--- src/rtl/hamming74_rx_sequencer_if.sv ---
// Purpose: bundles the receiver's line-side inputs, byte handshake and status outputs.
// Latency: none. This file holds wiring only.
// Backpressure: byte_valid/byte_ready; the sequencer drops a completed byte while the holding register is full.
interface hamming74_rx_sequencer_if;
    logic       ena;
    logic       bit_en;
    logic       rx_in;
    logic       byte_ready;
    logic [7:0] byte_out;
    logic       byte_valid;
    logic       corrected;
    logic       frame_err;
    logic       overflow;
    logic       busy;

    // Environment side: drives the serial line and consumes bytes
    modport master (
        output ena, bit_en, rx_in, byte_ready,
        input  byte_out, byte_valid, corrected, frame_err, overflow, busy
    );

    // Receiver side
    modport slave (
        input  ena, bit_en, rx_in, byte_ready,
        output byte_out, byte_valid, corrected, frame_err, overflow, busy
    );
endinterface

--- src/rtl/hamming74_rx_sequencer.sv ---
// Purpose: frames start/7 code bits/stop, corrects single errors and pairs nibbles into bytes.
// Latency: byte_valid rises the cycle after the edge that samples the second codeword's stop bit.
// Backpressure: a single holding register; a byte that completes while the register is full and not being consumed is dropped and overflow pulses.
module hamming74_rx_sequencer (
    input  logic                      clk,
    input  logic                      rst_n,
    hamming74_rx_sequencer_if.slave   rx_if
);

    typedef enum logic [1:0] {
        ST_IDLE = 2'd0,
        ST_DATA = 2'd1,
        ST_STOP = 2'd2
    } state_e;

    state_e     state_q, state_d;
    logic [2:0] cnt_q, cnt_d;
    logic [7:1] code_q, code_d;
    logic       pend_q, pend_d;
    logic [3:0] lo_nib_q, lo_nib_d;
    logic       lo_corr_q, lo_corr_d;
    logic [7:0] byte_q, byte_d;
    logic       valid_q, valid_d;
    logic       corr_q, corr_d;
    logic       ferr_q, ferr_d;
    logic       ovf_q, ovf_d;

    // Per-strobe control decoded from the frame state
    logic       start_hit;
    logic       data_hit;
    logic       stop_ok;
    logic       stop_bad;

    // Decoder results for the captured codeword
    logic [2:0] syn;
    logic [7:1] fixed;
    logic [3:0] nib;
    logic       had_err;

    logic [2:0] wr_idx;
    logic       accept;

    // Frame state register
    always_ff @(posedge clk or negedge rst_n) begin
        if (!rst_n) begin
            state_q <= ST_IDLE;
        end else begin
            state_q <= state_d;
        end
    end

    // Next frame state; the state moves only on sample strobes, and a low enable forces IDLE
    always_comb begin
        state_d = state_q;
        if (!rx_if.ena) begin
            state_d = ST_IDLE;
        end else if (rx_if.bit_en) begin
            case (state_q)
                ST_IDLE: if (!rx_if.rx_in) state_d = ST_DATA;
                ST_DATA: if (cnt_q == 3'd6) state_d = ST_STOP;
                ST_STOP: state_d = ST_IDLE;
                default: state_d = ST_IDLE;
            endcase
        end
    end

    // Per-strobe control pulses for the datapath
    always_comb begin
        start_hit = 1'b0;
        data_hit  = 1'b0;
        stop_ok   = 1'b0;
        stop_bad  = 1'b0;
        if (rx_if.ena && rx_if.bit_en) begin
            case (state_q)
                ST_IDLE: start_hit = ~rx_if.rx_in;
                ST_DATA: data_hit  = 1'b1;
                ST_STOP: begin
                    stop_ok  = rx_if.rx_in;
                    stop_bad = ~rx_if.rx_in;
                end
                default: ;
            endcase
        end
    end

    assign wr_idx = cnt_q + 3'd1;

    // Bit counter and codeword capture; c1 lands in position 1
    always_comb begin
        cnt_d  = cnt_q;
        code_d = code_q;
        if (!rx_if.ena || start_hit) begin
            cnt_d = 3'd0;
        end else if (data_hit) begin
            code_d[wr_idx] = rx_if.rx_in;
            cnt_d          = cnt_q + 3'd1;
        end
    end

    // Syndrome decode and single-bit correction
    always_comb begin
        syn[0] = code_q[1] ^ code_q[3] ^ code_q[5] ^ code_q[7];
        syn[1] = code_q[2] ^ code_q[3] ^ code_q[6] ^ code_q[7];
        syn[2] = code_q[4] ^ code_q[5] ^ code_q[6] ^ code_q[7];
        fixed  = code_q;
        if (syn != 3'd0) begin
            fixed[syn] = ~code_q[syn];
        end
        had_err = (syn != 3'd0);
        nib     = {fixed[7], fixed[6], fixed[5], fixed[3]};
    end

    assign accept = valid_q & rx_if.byte_ready;

    // Nibble pairing, byte holding register and status pulses
    always_comb begin
        pend_d    = pend_q;
        lo_nib_d  = lo_nib_q;
        lo_corr_d = lo_corr_q;
        byte_d    = byte_q;
        valid_d   = valid_q;
        corr_d    = corr_q;
        ferr_d    = 1'b0;
        ovf_d     = 1'b0;

        if (accept) begin
            valid_d = 1'b0;
        end

        if (!rx_if.ena) begin
            pend_d = 1'b0;
        end else if (stop_bad) begin
            ferr_d = 1'b1;
            pend_d = 1'b0;
        end else if (stop_ok) begin
            if (!pend_q) begin
                lo_nib_d  = nib;
                lo_corr_d = had_err;
                pend_d    = 1'b1;
            end else begin
                pend_d = 1'b0;
                // A byte being consumed on this same edge frees the slot
                if (!valid_q || accept) begin
                    byte_d  = {nib, lo_nib_q};
                    corr_d  = had_err | lo_corr_q;
                    valid_d = 1'b1;
                end else begin
                    ovf_d = 1'b1;
                end
            end
        end
    end

    // Datapath and output registers
    always_ff @(posedge clk or negedge rst_n) begin
        if (!rst_n) begin
            cnt_q     <= 3'd0;
            code_q    <= 7'd0;
            pend_q    <= 1'b0;
            lo_nib_q  <= 4'd0;
            lo_corr_q <= 1'b0;
            byte_q    <= 8'h00;
            valid_q   <= 1'b0;
            corr_q    <= 1'b0;
            ferr_q    <= 1'b0;
            ovf_q     <= 1'b0;
        end else begin
            cnt_q     <= cnt_d;
            code_q    <= code_d;
            pend_q    <= pend_d;
            lo_nib_q  <= lo_nib_d;
            lo_corr_q <= lo_corr_d;
            byte_q    <= byte_d;
            valid_q   <= valid_d;
            corr_q    <= corr_d;
            ferr_q    <= ferr_d;
            ovf_q     <= ovf_d;
        end
    end

    assign rx_if.byte_out   = byte_q;
    assign rx_if.byte_valid = valid_q;
    assign rx_if.corrected  = corr_q;
    assign rx_if.frame_err  = ferr_q;
    assign rx_if.overflow   = ovf_q;
    assign rx_if.busy       = (state_q != ST_IDLE) | pend_q;

endmodule

--- src/flat_wrapper.sv ---
// flat-port wrapper written by rule: the top's interface ports become plain ports
module hamming74_rx_sequencer_flat 
  (clk, rst_n, rx_if_ena, rx_if_bit_en, rx_if_rx_in, rx_if_byte_ready, rx_if_byte_out, rx_if_byte_valid, rx_if_corrected, rx_if_frame_err, rx_if_overflow, rx_if_busy);
  hamming74_rx_sequencer_if rx_if_i ();
  input  logic clk;
  input  logic rst_n;
  input wire logic [$bits(rx_if_i.ena)-1:0] rx_if_ena;
  input wire logic [$bits(rx_if_i.bit_en)-1:0] rx_if_bit_en;
  input wire logic [$bits(rx_if_i.rx_in)-1:0] rx_if_rx_in;
  input wire logic [$bits(rx_if_i.byte_ready)-1:0] rx_if_byte_ready;
  output wire logic [$bits(rx_if_i.byte_out)-1:0] rx_if_byte_out;
  output wire logic [$bits(rx_if_i.byte_valid)-1:0] rx_if_byte_valid;
  output wire logic [$bits(rx_if_i.corrected)-1:0] rx_if_corrected;
  output wire logic [$bits(rx_if_i.frame_err)-1:0] rx_if_frame_err;
  output wire logic [$bits(rx_if_i.overflow)-1:0] rx_if_overflow;
  output wire logic [$bits(rx_if_i.busy)-1:0] rx_if_busy;
  assign rx_if_i.ena = rx_if_ena;
  assign rx_if_i.bit_en = rx_if_bit_en;
  assign rx_if_i.rx_in = rx_if_rx_in;
  assign rx_if_i.byte_ready = rx_if_byte_ready;
  assign rx_if_byte_out = rx_if_i.byte_out;
  assign rx_if_byte_valid = rx_if_i.byte_valid;
  assign rx_if_corrected = rx_if_i.corrected;
  assign rx_if_frame_err = rx_if_i.frame_err;
  assign rx_if_overflow = rx_if_i.overflow;
  assign rx_if_busy = rx_if_i.busy;
  hamming74_rx_sequencer u_core (.clk(clk), .rst_n(rst_n), .rx_if(rx_if_i));
endmodule
--- config.mk ---
export PLATFORM = sky130hd
export DESIGN_NAME = hamming74_rx_sequencer_flat
export DESIGN_NICKNAME = d
export VERILOG_FILES = /design/src/rtl/hamming74_rx_sequencer_if.sv /design/src/rtl/hamming74_rx_sequencer.sv /design/src/flat_wrapper.sv
export SDC_FILE = /design/constraint.sdc
export NUM_CORES = 1
export LEC_CHECK = 0
export BUFFER_PORTS_ARGS = -buffer_cell sky130_fd_sc_hd__buf_4
export CAP_MARGIN = 20
export CORE_ASPECT_RATIO = 0.6
export CORE_MARGIN = 1.5
export CORE_UTILIZATION = 46
export CTS_BUF_LIST = sky130_fd_sc_hd__clkbuf_8
export DETAILED_ROUTE_END_ITERATION = 16
export PLACE_DENSITY_LB_ADDON = 0.12
export SETUP_SLACK_MARGIN = 0.4
export SLEW_MARGIN = 25
export SYNTH_ARGS = -nofsm -noshare
export SYNTH_HDL_FRONTEND = slang
export SYNTH_SLANG_ARGS = --single-unit
--- constraint.sdc ---
create_clock -name clk -period 1.8 [get_ports clk]
set_input_delay 0.45 -clock clk [delete_from_list [all_inputs] [get_ports clk]]
set_output_delay 0.45 -clock clk [all_outputs]
set_load 0.05 [all_outputs]
* After elaboration in Yosys (flattened, before gate mapping)
Cells that the tools add are included.
** Storage, ports and cells
- Register bits :: 30
- Output and inout port bits :: 13
- Word-level logic and storage cells :: 96
** Operators by class
- Multiplexer cells :: 41
- Equal/unequal tests :: 7
- Bitwise gates (word level) :: 17
- Reduce and logical (&&, ||, !) cells :: 15
- Add/subtract/negate cells :: 1
- $lt $le $gt $ge :: 4
** Operators with widths (count)
- 1-bit 2-to-1 mux :: 28
- 7-bit bitwise mux :: 2
- 1-bit bitwise XOR :: 9
- 3-bit by 4-bit < comparator with 1-bit output (second input constant) :: 2
- 2-bit 2-to-1 mux :: 4
- 7-bit 2-to-1 mux :: 1
- 1-bit demux with 3-bit select :: 2
- 3-bit by 1-bit greater-or-equal comparator with 1-bit output (second input constant) :: 2
- 3-bit 2-to-1 mux :: 2
- 1-bit inverter :: 5
- 5-bit AND reduction :: 1
- 2-bit one-hot mux with 2 select lines :: 1
- 4-bit AND reduction :: 1
- 2-bit nonzero test :: 2
- 3-bit by 1-bit adder with 3-bit output (second input constant) :: 1
- 1-bit binary-select mux with 3-bit select :: 1
- 3-bit == test (second input constant) :: 1
- 1-bit logical AND :: 3
- 3-bit by 1-bit != test with 1-bit output (second input constant) :: 1
- 3-bit by 2-bit != test with 1-bit output (second input constant) :: 1
- 3-bit != test (second input constant) :: 1
- 3-bit AND reduction :: 1
- 3-bit nonzero test :: 1
- 2-bit by 1-bit == test with 1-bit output (second input constant) :: 1
- 8 further kinds :: 11

* Longest topological paths before layout
Gate-level depths: netlist of the first run.
- Depth after elaboration :: 9
- Depth in mapped cells :: 6

* Least setup slack after synthesis of the first run
OpenSTA, ideal clock, no wires.
- Path type :: flip-flop to flip-flop
- From :: register u_core.state_q[0]
- To :: register u_core.byte_q[0] (netlist: u_core.rx_if.byte_out[0])
- Stages on the path, launching flop included :: 6
- Data arrival time :: 1.658 ns
- Setup slack :: 0.018 ns
- Setup time :: 0.125 ns
- Clock period less this slack :: 1.782 ns
- Path through :: dfrtp_1 > nand4b_1 > or2_2 > nor2b_1 > buf_4 > mux2_2
** Between the ends
- Longest elaborated chain between the ends :: 5
** RTL lines
- start, declared :: RTL line hamming74_rx_sequencer.sv:16 : state_e state_q, state_d;
- start signal, assigned :: RTL line hamming74_rx_sequencer.sv:48 : state_q <= state_d;
- 2-bit == test * :: RTL line hamming74_rx_sequencer.sv:74 : case (state_q)
- 1-bit 2-to-1 mux :: RTL line hamming74_rx_sequencer.sv:74
- 1-bit 2-to-1 mux :: RTL line hamming74_rx_sequencer.sv:73 : if (rx_if.ena && rx_if.bit_en) begin
- 1-bit inverter (no source line)
- 5-bit AND reduction (no source line) *
- end signal, assigned :: RTL line hamming74_rx_sequencer.sv:173 : byte_q <= byte_d;
- end, declared :: RTL line hamming74_rx_sequencer.sv:22 : logic [7:0] byte_q, byte_d;
Mark *: on every way between the ends. The rest lies on a longest branch, timed or not.
A chain may end at the register's enable or synchronous reset.

* Worst setup path in the final report of the first run
- From :: register u_core.code_q[5] in the netlist's numbering
- To :: register u_core.lo_corr_q
** Between the ends
- Longest elaborated chain between the ends :: 4
** RTL lines
- start, declared :: RTL line hamming74_rx_sequencer.sv:18 : logic [7:1] code_q, code_d;
- start signal, assigned :: RTL line hamming74_rx_sequencer.sv:169 : code_q <= code_d;
- 1-bit bitwise XOR (3 in series) :: RTL line hamming74_rx_sequencer.sv:104 : syn[2] = code_q[4] ^ code_q[5] ^ code_q[6] ^ code_q[7];
- 3-bit nonzero test * :: RTL line hamming74_rx_sequencer.sv:109 : had_err = (syn != 3'd0);
- end signal, assigned :: RTL line hamming74_rx_sequencer.sv:172 : lo_corr_q <= lo_corr_d;
- end, declared :: RTL line hamming74_rx_sequencer.sv:21 : logic lo_corr_q, lo_corr_d;
Marks and branches as above.

==> flow_metrics.py, run 1 <==
metrics = {
    "run_status": {
        "status": "complete, no violations",
    },
    "setup_path": {
        "path_max_fanout": 4,
        "r2r-start": "u_core.code_q[5]",
        "start_kind": "flip-flop",
        "crit_required_ps": 1960,
        "cpMaxStageDelayCell": "dfrtp_2",
        "critPathCaptureType": "flip-flop",
        "cpLargestDelayFamily": "flip-flops",
        "critical_path_buf_inv_count": 2,
        "slowest_delay_ps": 510,
        "crit_type": "flip-flop to flip-flop",
        "arrival_ps": 1850,
        "critPathLaunch": "u_core.code_q[5]",
        "crit_chain": "buf_12 > xnor2_4 > buf_6 > nand3_1 > a21o_1 > mux2_2",
        "r2r_slack_ps": 110,
    },
    "clock_network": {
        "cts_sinks": 30,
        "ctsHoldBuffers": 0,
        "cts_tree": "done",
        "clockBufferDepth": 2,
        "cts_htree_levels": 2,
        "numCtsBuffers": 5,
        "clk_pin_slew_ps": 60,
        "insertion_delay_ps": 280,
        "cts-root-buf": "clkbuf_8",
    },
    "power": {
        "peakVddDrop_uv": 446,
        "p_leak_nw": 1.09,
        "power_mw": 1.67,
        "powerDensity_nw_per_um2": 667,
    },
    "timing": {
        "drv_slew": 0,
        "setup_violations": 0,
        "rsz0062_at_grt": "true",
        "holdWs_ps": 93.1,
        "finalClockSkew_ps": 6.60,
        "slew_headroom_pct": 70.3,
        "period_share_pct": 93.8,
        "worst_slew_pin_slew_ps": 446,
        "hold_viol": 0,
        "period_minus_slack_ps": 1690,
        "max_clock_freq_mhz": 592,
    },
    "routing": {
        "ant_nets": 0,
        "num_vias": 1456,
        "dr.pass1.iters": 4,
        "route.detailed.drc": 0,
        "via_per_inst": 5.75,
        "drt_iter0_drc": 92,
        "wl_per_cell_microns": 17.2,
        "drt_wl_total_microns": 4350,
    },
    "synth": {
        "yosysUniqueCellTypes": 36,
        "yosys-top-cells-count": "dfrtp_1, nor2_1, mux2_2",
        "synth_edf_count": 0,
        "yosysMostFrequentCell": "dfrtp_1",
        "synth.area.top_cells": "dfrtp_1, mux2_2, xnor2_1",
        "synthCells": 161,
        "ys_ff_latch": 30,
        "avgSynthCellArea_sq_um": 10.0,
        "ys_async_sr_fraction_pct": 100,
        "ys_warn_count": 0,
        "seq_area_frac_synth_pct": 46.6,
        "synthesis.nets": 169,
        "syn_area_sq_um": 1610,
        "synth_ff_type": "dfrtp_1",
        "synth.top_cell.area_share_pct": 46.6,
        "synth_top_area_cell": "dfrtp_1",
    },
    "floorplanning": {
        "fp.dieW_microns": 79.4,
        "initial_core_util_pct": 48.8,
        "rows": 16,
        "placeableCoreArea_sq_um": 3300,
        "die-height_microns": 48.8,
        "io_pins": 19,
        "dieArea_sq_um": 3880,
    },
    "finish": {
        "stdcell_area_sq_um": 2500,
        "postLayoutCoreUtil_pct": 75.8,
        "num_antenna_cells": 0,
        "fin_cells": 253,
        "area_growth_pct": 55.4,
        "fillers": 196,
        "fin_nets": 215,
        "drive_gt1_share_pct": 55.8,
    },
    "run": {
        "cap_violations": 0,
    },
    "place": {
        "dpl_cell_area_sq_um": 1990,
        "dp.cells": 225,
        "hpwl_microns": 2510,
        "io_buffer_count": 18,
        "gp_congestion": 0.833,
    },
    "global_route": {
        "antenna_found_initial": 0,
        "grt_max_degree": 31,
        "grt_usage_pct": 23.7,
        "grt_pass1_wl_microns": 6780,
        "grt_pass1_vias": 1372,
        "grt_overflow": 0,
    },
    "hold_path": {
        "hp-class": "input pin to asynchronous set/reset pin",
    },
}
## per-stage QoR
step | setup TNS [ps] | setup WS, ps
finish | 0 | 112
global route | 0 | 28.7
CTS | 0 | 94.9
detailed placement | -135 | -62.0
global placement | 0 | 33.8
floorplan | 0 | 214
## final cells by class
type	instances	area, sq um	area share (%)
sequential	30	762	30.4
clock buffer	6	82.6	3.30
clock inverter	2	8.76	0.350
multi-input combinational	116	1160	46.2
inverter	7	26.3	1.05
tap	45	56.3	2.25
timing repair buffer	47	412	16.4
## kinds of logic (layout without fill, tap and decap cells)
family,Yosys count,in the layout,share of synthesized area [%]
xor gates and xnor gates,13,13,8.00
adders and majority gates,2,2,1.55
AOI/OAI and AO/OA,30,30,11.9
buffers and inverters,15,62,4.19
and+or+nand+nor,56,56,17.5
muxes,15,15,10.3
DFF,30,30,46.6
## where the power goes
group | internal, mW | total, mW | switching, mW
sequential | 0.693 | 0.744 | 0.0508
clock | 0.302 | 0.541 | 0.240
combinational | 0.188 | 0.385 | 0.197
## metal layers
| layer | share of wire (%) | global-route usage (%) | up-vias |
|---|---|---|---|
| met5 | 0 | 0 | - |
| met4 | 2.2 | 9.06 | 0 |
| met3 | 4.9 | 5.98 | 11 |
| met2 | 46 | 36.3 | 54 |
| met1 | 47 | 32.7 | 730 |
| li1 | - | - | 661 |
## path summary, 6_finish.rpt
path | to | cells past startpoint
setup / recovery | u_core.lo_corr_q | 6
hold / removal | u_core.code_q[7] | 1
setup reg to reg | u_core.lo_corr_q | 6
hold reg to reg | u_core.rx_if.byte_out[1] | 1
max in group asynchronous | u_core.cnt_q[0] | 1
min in group clk | u_core.state_q[1] | 2
## timing repair
action	4_1_cts	5_1_grt
buffers inserted	16	4
gates resized for setup	40	18
pin swaps	18	7
endpoints found under the setup margin	22	25
## flip-flops by register name, indices dropped and copies added (netlist names)
name and count:
u_core.cnt_q 3, u_core.state_q 2, u_core.pend_q 1, u_core.rx_if.corrected 1
u_core.lo_nib_q 4, u_core.lo_corr_q 1, u_core.code_q 7, u_core.rx_if.frame_err 1
u_core.rx_if.byte_out 8, u_core.rx_if.byte_valid 1, u_core.rx_if.overflow 1
## layout by cell type (no fill, tap or decap), drive strengths merged, types with 6 or more instances in the layout
| master | netlist | final |
|---|---|---|
| buf | 5 | 47 |
| dfrtp | 30 | 30 |
| nor2 | 15 | 15 |
| mux2 | 13 | 13 |
| nand2 | 9 | 9 |
| nand3 | 9 | 9 |
| inv | 7 | 8 |
| a21oi | 8 | 8 |
| xnor2 | 8 | 8 |
| o21ai | 7 | 7 |
| clkbuf | 3 | 6 |
| nor3 | 6 | 6 |
No activity file was read; power rests on OpenSTA's default activity.
==> inputs of run 2 (changes only) <==
--- a/config.mk
+++ b/config.mk
@@ -6,10 +6,11 @@
 export NUM_CORES = 1
 export LEC_CHECK = 0
 export BUFFER_PORTS_ARGS = -buffer_cell sky130_fd_sc_hd__buf_4
-export CAP_MARGIN = 20
+export CELL_PAD_IN_SITES_DETAIL_PLACEMENT = 2
+export CELL_PAD_IN_SITES_GLOBAL_PLACEMENT = 2
 export CORE_ASPECT_RATIO = 0.6
-export CORE_MARGIN = 1.5
-export CORE_UTILIZATION = 46
+export CORE_MARGIN = 5
+export CORE_UTILIZATION = 34
 export CTS_BUF_LIST = sky130_fd_sc_hd__clkbuf_8
 export DETAILED_ROUTE_END_ITERATION = 16
 export PLACE_DENSITY_LB_ADDON = 0.12
==> flow_metrics.py, run 2 (same netlist as run 1, synthesis figures left out) <==
metrics = {
    "power": {
        "power_mw": 1.79,
        "p_switching_mw": 0.599,
        "powerDensity_nw_per_um2": 659,
        "comb_power_share_pct": 24.5,
        "power_frac_seq_pct": 41.8,
        "peakVddDrop_uv": 310,
        "power.internal_mw": 1.19,
        "p_leak_nw": 1.19,
        "switching_share_pct": 33.5,
        "p_clk_share_pct": 33.8,
    },
    "setup_path": {
        "critical_path_buf_inv_count": 4,
        "crit_type": "flip-flop to flip-flop",
        "critPathLaunch": "u_core.code_q[5]",
        "crit_required_ps": 1980,
        "r2r_slack_ps": -100,
        "reg2regPathDepth": 8,
        "crit_chain": "buf_12 > xor2_4 > buf_12 > xnor2_4 > buf_4 > buf_6 > a21oi_4 > mux2_4",
        "start_kind": "flip-flop",
        "path_max_fanout": 7,
        "slowest_delay_ps": 430,
        "r2r-start": "u_core.code_q[5]",
        "cpLargestDelayFamily": "buffers and inverters",
        "critPathMostFrequentCell": "buf_12",
        "cpMaxStageDelayCell": "dfrtp_1",
        "arrival_ps": 2080,
        "critPathCaptureType": "flip-flop",
        "worstReg2RegEnd": "u_core.rx_if.byte_out[6]",
    },
    "routing": {
        "ant_nets": 0,
        "drt_wl_total_microns": 7820,
        "dr.pass1.iters": 4,
        "route.detailed.drc": 0,
        "drt_iter0_drc": 65,
        "wl_per_cell_microns": 27.4,
        "num_vias": 1528,
        "via_per_inst": 5.36,
    },
    "global_route": {
        "grt_usage_pct": 20.6,
        "grt_pass1_vias": 1701,
        "antenna_found_initial": 0,
        "grt_overflow": 0,
        "grt_pass1_wl_microns": 9860,
        "grt_max_degree": 31,
    },
    "timing": {
        "fin_tns_setup_ps": -352,
        "setup_violations": 6,
        "finalClockSkew_ps": 8.52,
        "drv_slew": 0,
        "worst_slew_pin_slew_ps": 453,
        "max_clock_freq_mhz": 525,
        "setup_slack_ps": -103,
        "slew_headroom_pct": 69.8,
        "holdWs_ps": 86.8,
        "hold_viol": 0,
        "rsz0062_at_grt": "true",
        "period_minus_slack_ps": 1900,
        "period_share_pct": 106,
    },
    "clock_network": {
        "cts_sinks": 30,
        "clockBufferDepth": 2,
        "numCtsBuffers": 5,
        "cts-root-buf": "clkbuf_8",
        "cts_tree": "done",
        "cts_htree_levels": 2,
        "insertion_delay_ps": 290,
        "clk_pin_slew_ps": 80,
        "ctsHoldBuffers": 0,
    },
    "floorplanning": {
        "die-height_microns": 63.3,
        "rows": 19,
        "fp.dieW_microns": 98.9,
        "dieArea_sq_um": 6260,
        "initial_core_util_pct": 35.1,
        "placeableCoreArea_sq_um": 4590,
        "io_pins": 19,
    },
    "finish": {
        "fin_nets": 229,
        "drive_gt1_share_pct": 60.4,
        "stdcell_area_sq_um": 2720,
        "largest_register_ffs": 8,
        "num_antenna_cells": 0,
        "layout_common_cells": "buf_4, dfrtp_1, buf_6, nor2_1, mux2_4",
        "area_growth_pct": 68.6,
        "final_common_cell": "buf_4",
    },
    "run_status": {
        "status": "finished, violations left",
        "violations": "setup timing",
    },
    "place": {
        "io_buffer_count": 18,
        "dpl_cell_area_sq_um": 2080,
        "hpwl_microns": 3670,
        "pre_cts_ws_ps": 6.79,
        "gp_congestion": 0.876,
    },
    "run": {
        "cap_violations": 0,
    },
    "hold_path": {
        "hp-class": "input pin to asynchronous set/reset pin",
    },
}
## run 2: changes by cell type in the layout (fill, tap and decap cells not counted), sizes merged
cell and delta:
buf +14
## run 2: per-layer routing
layer,global-route usage [%],up-vias,routed length (microns)
met3,4.08,11,342
met1,27.9,796,3540
met2,34.8,33,3810
met5,0,-,0
li1,-,688,-
met4,3.07,0,122
## run 2: final cells by class
| class | instances | area (sq um) |
|---|---|---|
| Tap cell | 63 | 78.8 |
| Inverter | 7 | 31.3 |
| Clock buffer | 6 | 82.6 |
| Fill cell | 432 | 1870 |
| Multi-Input combinational cell | 116 | 1200 |
| Sequential cell | 30 | 761 |
| Timing Repair Buffer | 61 | 553 |
| Clock inverter | 2 | 8.76 |
## run 2: timing repair
action | in CTS | in global routing
setup buffers | 15 | 12
pin swaps | 14 | 12
resized for setup | 28 | 40
setup endpoints to repair | 22 | 26
## run 2: worst max-delay path by stage
stage / to / slack [ps] / cells past startpoint
2_1_floorplan: u_core.rx_if.byte_out[0] / 210 / 5
3_3_place_gp: u_core.lo_nib_q[2] / 120 / 6
3_5_place_dp: u_core.lo_nib_q[0] / 7 / 6
4_1_cts: u_core.lo_nib_q[1] / 50 / 7
5_1_grt: u_core.lo_nib_q[3] / -170 / 8
6_report: u_core.rx_if.byte_out[6] / -100 / 8
## run 2: power groups by stage
stage          logic (mW)  registers [mW]  clock network [mW]
2_1_floorplan       0.178           0.729                   0
5_1_grt             0.470           0.751               0.653
3_3_place_gp        0.263           0.746                   0
3_5_place_dp        0.281           0.747                   0
4_1_cts             0.334           0.736               0.571
6_report            0.438           0.748               0.605
## run 2: stage by stage
step / std cells / util (%)
finish: 285 / 59.2
global route: 285 / 59.2
CTS: 273 / 53.5
detailed placement: 250 / 45.3
global placement: 250 / 45.3
floorplan: 161 / -
## run 2: worst register-to-register path: stages, from the launching register on
cell	delay [ps]
dfrtp_1	430
buf_12	160
xor2_4	170
buf_12	140
xnor2_4	280
buf_4	190
buf_6	100
a21oi_4	60
mux2_4	270
==> inputs of run 3 (changes only) <==
==> constraint.sdc (replaced) <==
create_clock -name clk -period 1.8 [get_ports clk]
set_input_delay 0.45 -clock clk [delete_from_list [all_inputs] [get_ports clk]]
set_output_delay 0.45 -clock clk [all_outputs]
set_load 0.005 [all_outputs]
==> flow_metrics.py, run 3 (same netlist as run 1, synthesis figures left out) <==
metrics = {
    "clock_network": {
        "cts_tree": "done",
        "clockBufferDepth": 2,
        "cts_sinks": 30,
        "clk_pin_slew_ps": 70,
        "cts-root-buf": "clkbuf_8",
        "ctsHoldBuffers": 0,
        "numCtsBuffers": 5,
        "cts_htree_levels": 2,
        "insertion_delay_ps": 290,
    },
    "setup_path": {
        "cpLargestDelayFamily": "compound AO/OA/AOI/OAI gates",
        "critPathMostFrequentCell": "buf_12",
        "reg2regPathDepth": 7,
        "start_kind": "flip-flop",
        "crit_required_ps": 1980,
        "crit_type": "flip-flop to flip-flop",
        "critical_path_buf_inv_count": 2,
        "crit_chain": "buf_12 > xor2_4 > buf_12 > xnor2_4 > a311oi_2 > o22ai_2 > mux2i_1",
        "r2r_slack_ps": -130,
        "worstReg2RegEnd": "u_core.lo_nib_q[1]",
        "critPathLaunch": "u_core.code_q[5]",
        "path_max_fanout": 7,
        "cpMaxStageDelayCell": "dfrtp_1",
        "r2r-start": "u_core.code_q[5]",
        "arrival_ps": 2110,
        "critPathCaptureType": "flip-flop",
        "slowest_delay_ps": 440,
    },
    "finish": {
        "layout_common_cells": "buf_4, dfrtp_1, nor2_1, buf_6, mux2_4",
        "fin_cells": 281,
        "area_growth_pct": 59.8,
        "largest_register_ffs": 8,
        "drive_gt1_share_pct": 55.5,
        "final_common_cell": "buf_4",
        "postLayoutCoreUtil_pct": 56.1,
        "fin_nets": 225,
        "num_antenna_cells": 0,
    },
    "global_route": {
        "grt_pass1_vias": 1593,
        "grt_pass1_wl_microns": 8980,
        "grt_overflow": 0,
        "grt_usage_pct": 18.7,
        "antenna_found_initial": 0,
        "grt_max_degree": 31,
    },
    "hold_path": {
        "hp-class": "input pin to asynchronous set/reset pin",
    },
    "timing": {
        "finalClockSkew_ps": 6.90,
        "period_share_pct": 107,
        "setup_slack_ps": -131,
        "fin_tns_setup_ps": -422,
        "period_minus_slack_ps": 1930,
        "max_clock_freq_mhz": 518,
        "slew_headroom_pct": 72.2,
        "hold_viol": 0,
        "worst_slew_pin_slew_ps": 417,
        "drv_slew": 0,
        "rsz0062_at_grt": "true",
        "setup_violations": 13,
    },
    "place": {
        "io_buffer_count": 18,
        "gp_congestion": 0.876,
        "hpwl_microns": 3670,
        "dp.cells": 250,
    },
    "power": {
        "powerDensity_nw_per_um2": 663,
        "power_mw": 1.71,
        "peakVddDrop_uv": 371,
        "p_leak_nw": 1.15,
    },
    "floorplanning": {
        "initial_core_util_pct": 35.1,
        "dieArea_sq_um": 6260,
        "placeableCoreArea_sq_um": 4590,
        "rows": 19,
        "io_pins": 19,
        "fp.dieW_microns": 98.9,
        "die-height_microns": 63.3,
    },
    "run_status": {
        "violations": "setup timing",
        "status": "finished, violations left",
    },
    "routing": {
        "dr.pass1.iters": 4,
        "ant_nets": 0,
        "via_per_inst": 5.46,
        "num_vias": 1534,
        "drt_wl_total_microns": 7270,
        "wl_per_cell_microns": 25.9,
        "drt_iter0_drc": 48,
        "route.detailed.drc": 0,
    },
    "run": {
        "cap_violations": 0,
    },
}
## run 3: metal layers
layer | vias to the layer above | share of wire (%) | routed length, microns | GRT usage [%]
met5 | - | 0 | 0 | 0
met4 | 0 | 3.1 | 225 | 4.09
met3 | 15 | 4.5 | 326 | 4.19
met2 | 48 | 48 | 3480 | 29.4
met1 | 794 | 45 | 3240 | 26.3
li1 | 677 | - | - | -
## run 3: metrics by stage
step | hold slack, ps | cell area, sq um | setup slack (ps)
after floorplan | 154 | 1800 | 214
after global placement | 400 | 2080 | 120
after detailed placement | 415 | 2080 | 6.79
after CTS | 116 | 2390 | 47.3
after global routing | 108 | 2570 | -167
final | 86.3 | 2570 | -131
## run 3: cell type report
type | count | area (sq um)
fill | 437 | 2010
multi-input combinational | 116 | 1130
sequential | 30 | 761
timing repair buffer | 57 | 490
clock buffer | 6 | 82.6
tap | 63 | 78.8
inverter | 7 | 26.3
clock inverter | 2 | 8.76
## run 3: how the worst max path moves through the flow
stage,end,slack [ps],cells after the start
6_report,u_core.lo_nib_q[1],-130,7
5_1_grt,u_core.lo_nib_q[1],-170,7
4_1_cts,u_core.lo_nib_q[1],50,7
3_5_place_dp,u_core.lo_nib_q[0],7,6
3_3_place_gp,u_core.lo_nib_q[2],120,6
2_1_floorplan,u_core.rx_if.byte_out[0],210,5
## run 3: repair_timing
action / in CTS / in global routing
setup buffers: 9 / 14
pin swaps: 13 / 8
endpoints found under the setup margin: 22 / 23
gates resized for setup: 25 / 20
## run 3: power breakdown
part / total (mW) / leakage (nW) / switching [mW] / internal [mW]
Clock: 0.595 / 0.0524 / 0.291 / 0.303
Combinational: 0.370 / 0.708 / 0.205 / 0.165
Sequential: 0.742 / 0.387 / 0.0521 / 0.690
